[src/rtl/led_pattern_gen.sv]
// N-channel LED pattern generator: off / on / blink / PWM breathe per channel,
// all driven from one shared prescaled tick so mode changes land cleanly.
module led_pattern_gen #(
  parameter int NUM_CH     = 3,
  parameter int PRESCALE   = 10000,
  parameter int BLINK_HALF = 50,
  parameter int PWM_BITS   = 4,
  parameter int STAGGER    = 1
) (
  input  logic                  clk,
  input  logic                  rst,
  input  logic                  en,
  input  logic [2*NUM_CH-1:0]   sel,
  output logic [NUM_CH-1:0]     led,
  output logic                  tick
);

  localparam int PRESC_W = (PRESCALE > 1) ? $clog2(PRESCALE) : 1;
  localparam int BLINK_W = (BLINK_HALF > 1) ? $clog2(BLINK_HALF) : 1;
  localparam logic [PRESC_W-1:0]  PRESC_LAST = PRESC_W'(PRESCALE - 1);
  localparam logic [BLINK_W-1:0]  BLINK_LAST = BLINK_W'(BLINK_HALF - 1);
  localparam logic [PWM_BITS-1:0] DUTY_MAX   = '1;

  typedef enum logic [1:0] {
    MODE_OFF   = 2'b00,
    MODE_ON    = 2'b01,
    MODE_BLINK = 2'b10,
    MODE_PWM   = 2'b11
  } mode_e;

  typedef enum logic {
    DIR_UP   = 1'b0,
    DIR_DOWN = 1'b1
  } dir_e;

  logic [PRESC_W-1:0]          presc_cnt, presc_nxt;
  logic [BLINK_W-1:0]          blink_cnt, blink_cnt_nxt;
  logic                        blink_ph, blink_ph_nxt;
  logic [PWM_BITS-1:0]         pwm_cnt, pwm_nxt;
  logic [PWM_BITS-1:0]         duty, duty_nxt;
  dir_e                        dir, dir_nxt;
  logic [NUM_CH-1:0][1:0]      mode_q, mode_nxt;
  logic [NUM_CH-1:0]           led_nxt;
  logic                        pwm_on;

  assign tick   = en && (presc_cnt == PRESC_LAST);
  assign pwm_on = (pwm_cnt < duty);

  // NOTE: every signal gets its hold value first so no path through this block
  // leaves it unassigned, which would otherwise infer a latch.
  always_comb begin
    presc_nxt     = presc_cnt;
    blink_cnt_nxt = blink_cnt;
    blink_ph_nxt  = blink_ph;
    pwm_nxt       = pwm_cnt;
    duty_nxt      = duty;
    dir_nxt       = dir;
    mode_nxt      = mode_q;
    led_nxt       = '0;

    if (en) begin
      presc_nxt = (presc_cnt == PRESC_LAST) ? '0 : presc_cnt + 1'b1;
      pwm_nxt   = pwm_cnt + 1'b1;

      if (tick) begin
        for (int i = 0; i < NUM_CH; i++) mode_nxt[i] = sel[2*i +: 2];

        if (blink_cnt == BLINK_LAST) begin
          blink_cnt_nxt = '0;
          blink_ph_nxt  = ~blink_ph;
        end else begin
          blink_cnt_nxt = blink_cnt + 1'b1;
        end

        // Endpoints turn around in the same tick so the ramp never repeats MAX or 0.
        unique case (dir)
          DIR_UP: begin
            if (duty == DUTY_MAX) begin
              dir_nxt  = DIR_DOWN;
              duty_nxt = duty - 1'b1;
            end else begin
              duty_nxt = duty + 1'b1;
            end
          end
          DIR_DOWN: begin
            if (duty == '0) begin
              dir_nxt  = DIR_UP;
              duty_nxt = duty + 1'b1;
            end else begin
              duty_nxt = duty - 1'b1;
            end
          end
          default: dir_nxt = DIR_UP;
        endcase
      end

      // Decode uses the mode already latched; a newly loaded mode shows one edge later.
      for (int i = 0; i < NUM_CH; i++) begin
        case (mode_e'(mode_q[i]))
          MODE_OFF:   led_nxt[i] = 1'b0;
          MODE_ON:    led_nxt[i] = 1'b1;
          MODE_BLINK: led_nxt[i] = blink_ph ^ ((STAGGER != 0) && (i % 2 == 1));
          MODE_PWM:   led_nxt[i] = pwm_on;
          default:    led_nxt[i] = 1'b0;
        endcase
      end
    end
  end

  // NOTE: state registers use non-blocking assignments so every flop samples
  // pre-edge values regardless of statement order.
  always_ff @(posedge clk) begin
    if (rst) begin
      presc_cnt <= '0;
      blink_cnt <= '0;
      blink_ph  <= 1'b0;
      pwm_cnt   <= '0;
      duty      <= '0;
      dir       <= DIR_UP;
      mode_q    <= '0;
      led       <= '0;
    end else begin
      presc_cnt <= presc_nxt;
      blink_cnt <= blink_cnt_nxt;
      blink_ph  <= blink_ph_nxt;
      pwm_cnt   <= pwm_nxt;
      duty      <= duty_nxt;
      dir       <= dir_nxt;
      mode_q    <= mode_nxt;
      led       <= led_nxt;
    end
  end

endmodule

[config.mk]
export PLATFORM = sky130hd
export DESIGN_NAME = led_pattern_gen
export DESIGN_NICKNAME = d
export VERILOG_FILES = /design/src/rtl/led_pattern_gen.sv
export SDC_FILE = /design/constraint.sdc
export NUM_CORES = 1
export LEC_CHECK = 0
export ABC_AREA = 1
export CORE_UTILIZATION = 55
export DETAILED_ROUTE_END_ITERATION = 6
export DONT_BUFFER_PORTS = 1
export HOLD_SLACK_MARGIN = 0.15
export PLACE_DENSITY = 0.66
export REMOVE_ABC_BUFFERS = 1
export SLEW_MARGIN = 10
export SYNTH_ARGS = -nofsm -noshare
export SYNTH_HDL_FRONTEND = slang
export SYNTH_SLANG_ARGS = --single-unit
export TNS_END_PERCENT = 5
[constraint.sdc]
create_clock -name clk -period 2.65 [get_ports clk]
set_clock_uncertainty 0.1 [all_clocks]
set_input_delay 0.53 -clock clk [delete_from_list [all_inputs] [get_ports clk]]
set_output_delay 0.53 -clock clk [all_outputs]
set_load 0.05 [all_outputs]
==> results by group <==
Power
  – Pint: 790 uW
  – Combinational power share: 0.036
  – Power share of the clock group: 0.374
  – Sequential share of power: 0.591
  – PwrDens: 443 nW/um2
  – Sw Share: 0.221
  – Psw: 224 uW
  – P_leak: 1.03 nW
  – Max VDD drop: 0.000293 V

Critical path
  – Crit path kind: flop to primary output
  – Element type at the critical path start: flop
  – Worst Path Max Fanout: 8
  – Crit path required time: 2.02 ns
  – Critical Path AT: 1.68 ns
  – CP Capture Type: primary output

Synthesis
  – Top cells by area, synth: dfxtp_1, nand2_1, nor2_1
  – Top_reg_cell synth: dfxtp_1
  – Post-synth ARST share: 0
  – Flops & latches, synth: 39
  – Seq/Total Area, Yosys: 0.358
  – Post-synth top area cell: dfxtp_1
  – Distinct cells, synth: 33
  – Syn_area_per_cell: 6.73 um2
  – Area share of the leading cell type in the synthesized netlist: 0.358
  – Post-Syn Area: 2180 um2
  – Yosys warns: 0
  – Cells after synthesis: 324
  – Post-synth EDFFs: 0

Clock network
  – CTS buffer count: 5
  – Resize count post-CTS: 0
  – Cts hold-fix bufs: 0
  – Worst skew pair latency: between 0.2 and 0.3 ns
  – Clock root buffer master: clkbuf_8
  – Clock Pin Slew Worst Setup and Hold Paths: 0.07 ns
  – CTS H-tree lvls: 2
  – CTS tree: built
  – CTS Buffer Depth: 2
  – Clock tree sinks: 39
  – Setup Fix Bufs, Post-CTS: 0

GRT
  – Initial antenna violation count: 0
  – Number of global-route vias before repair: between 1500 and 2000
  – Total gr overflow: 0
  – Largest net degree at the start of global routing: 17
  – GR Util All Layers: 0.244
  – First-pass GRT wire length: about 7900 um

Die
  – Num ports: 13
  – Core Area: 3740 um2
  – Die ar.: 4220 um2
  – Initial Util: 0.583
  – Rows: 22
  – DIE WIDTH: 65.0 um
  – Die height: between 60 and 70 um

STA
  – Final Hold Vio Count: 0
  – Relative slew slack: 0.675
  – Unrepaired setup endpoints after global routing: no
  – Hold_ws: about 0.20 ns
  – Max Transition Viols Final: 0
  – Setup violators final: 0
  – Worst Tran Pin Value: roughly 0.5 ns
  – Final clock period utilization by the worst path: 0.871
  – Setup TNS: 0 ns
  – Min Tclk post-route: 2.31 ns
  – Max Clk Rate: 433 MHz

Routing
  – Vias: ~1900
  – Routed length per instance: 11.8 um
  – Pre-antenna DRT Iters: 4
  – Routed wire length: 4400 um
  – DRT antenna net count: 0
  – Mean number of vias per cell: between 5 and 6
  – Drt initial violations: 91
  – Drt drc: 0

Flow run
  – Max-cap viol count: 0

Cells and area
  – Layout cells sized above 1: 0.0736
  – Area growth, synth to finish: 4.76%
  – Post-route core utilization: 0.610
  – Antenna Cells: 0
  – Nets@finish: 344

Outcome
  – Status: completed

Place
  – Gpl congestion: 0.838
  – IO Port Bufs: 0
  – Detailed-placement wirelength estimate: about 3200 um

Hold path
  – Min-delay worst type: input pin to flop
==> final timing paths <==
path / depth (start not counted) / start / slack [ns] / to
max: 5 / presc_cnt[0] / 0.34 / tick
min: 1 / rst / 0.20 / mode_q[2]
max reg2reg: 8 / presc_cnt[0] / 0.84 / blink_cnt[0]
min reg2reg: 2 / mode_q[0] / 0.37 / mode_q[0]
==> cells in the final DEF (no fill, tap or decap), drive strengths merged, types with 3 or more instances in the layout <==
cell type	n
o21ai	14
nor3	3
a21oi	17
nand3	20
nand4	10
nor2	58
ha	10
dfxtp	39
xnor2	5
nand2	90
clkbuf	7
or2	3
xor2	4
inv	38
==> power by group through the flow <==
| stage | clock [mW] | combinational (mW) | sequential [mW] |
|---|---|---|---|
| after detailed placement | 0 | 0.0360 | 0.612 |
| after CTS | 0.390 | 0.0363 | 0.598 |
| final | 0.379 | 0.0363 | 0.598 |
| after global routing | 0.417 | 0.0420 | 0.600 |
| after floorplan | 0 | 0.0278 | 0.611 |
| after global placement | 0 | 0.0361 | 0.612 |
==> registers in the layout, summed over array words and instances (netlist names) <==
signal / flops
presc_cnt: 14
blink_cnt: 6
mode_q: 6
duty: 4
pwm_cnt: 4
led: 3
blink_ph: 1
dir: 1
==> area by class of cell <==
class,count,area [um2]
fill,387,1460
multi-input combinational,240,1210
sequential,39,781
inverter,38,143
clock buffer,7,76.3
tap,48,60.1
timing repair buffer,1,7.51
clock inverter,1,5.00
==> worst max-delay path, stage by stage, from the launching register on <==
cell	delay (ns)
dfxtp_1	0.37
ha_1	0.21
nand3_1	0.13
nor2_2	0.17
nand3_4	0.13
inv_1	0.38
==> routing by layer <==
metal,up-vias,track usage,wire length (um)
met5,-,0,0
met4,0,0.0583,45
li1,1032,-,-
met3,5,0.0546,139
met1,851,0.315,2270
met2,31,0.408,1950
==> cell families (layout without fill, tap and decap cells) <==
| kind of cell | Yosys count | count (layout) | synth area share |
|---|---|---|---|
| AOI/OAI and AO/OA | 35 | 35 | 0.0849 |
| and+or+nand+nor | 186 | 186 | 0.378 |
| xor gates and xnor gates | 9 | 9 | 0.0361 |
| adders and majority gates | 10 | 10 | 0.0574 |
| buffers and inverters | 45 | 47 | 0.0861 |
| DFF | 39 | 39 | 0.358 |
==> Yosys cell counts (all sizes together) (3+ instances only) <==
master	instances
a21oi	17
buf	5
dfxtp	39
ha	10
inv	38
nand2	90
nand3	20
nand4	10
nor2	58
nor3	3
o21ai	14
or2	3
xnor2	5
xor2	4
==> through the flow <==
stage | power (mW) | worst slack (ns) | instances | cell area [um2]
2_1_floorplan | 0.639 | 0.743 | 317 | 2140
3_3_place_gp | 0.648 | 0.657 | 366 | 2200
3_5_place_dp | 0.648 | 0.641 | 366 | 2200
4_1_cts | 1.02 | 0.326 | 374 | 2280
5_1_grt | 1.06 | 0.223 | 374 | 2280
6_report | 1.01 | 0.343 | 374 | 2280
No activity file was read; power rests on OpenSTA's default activity.
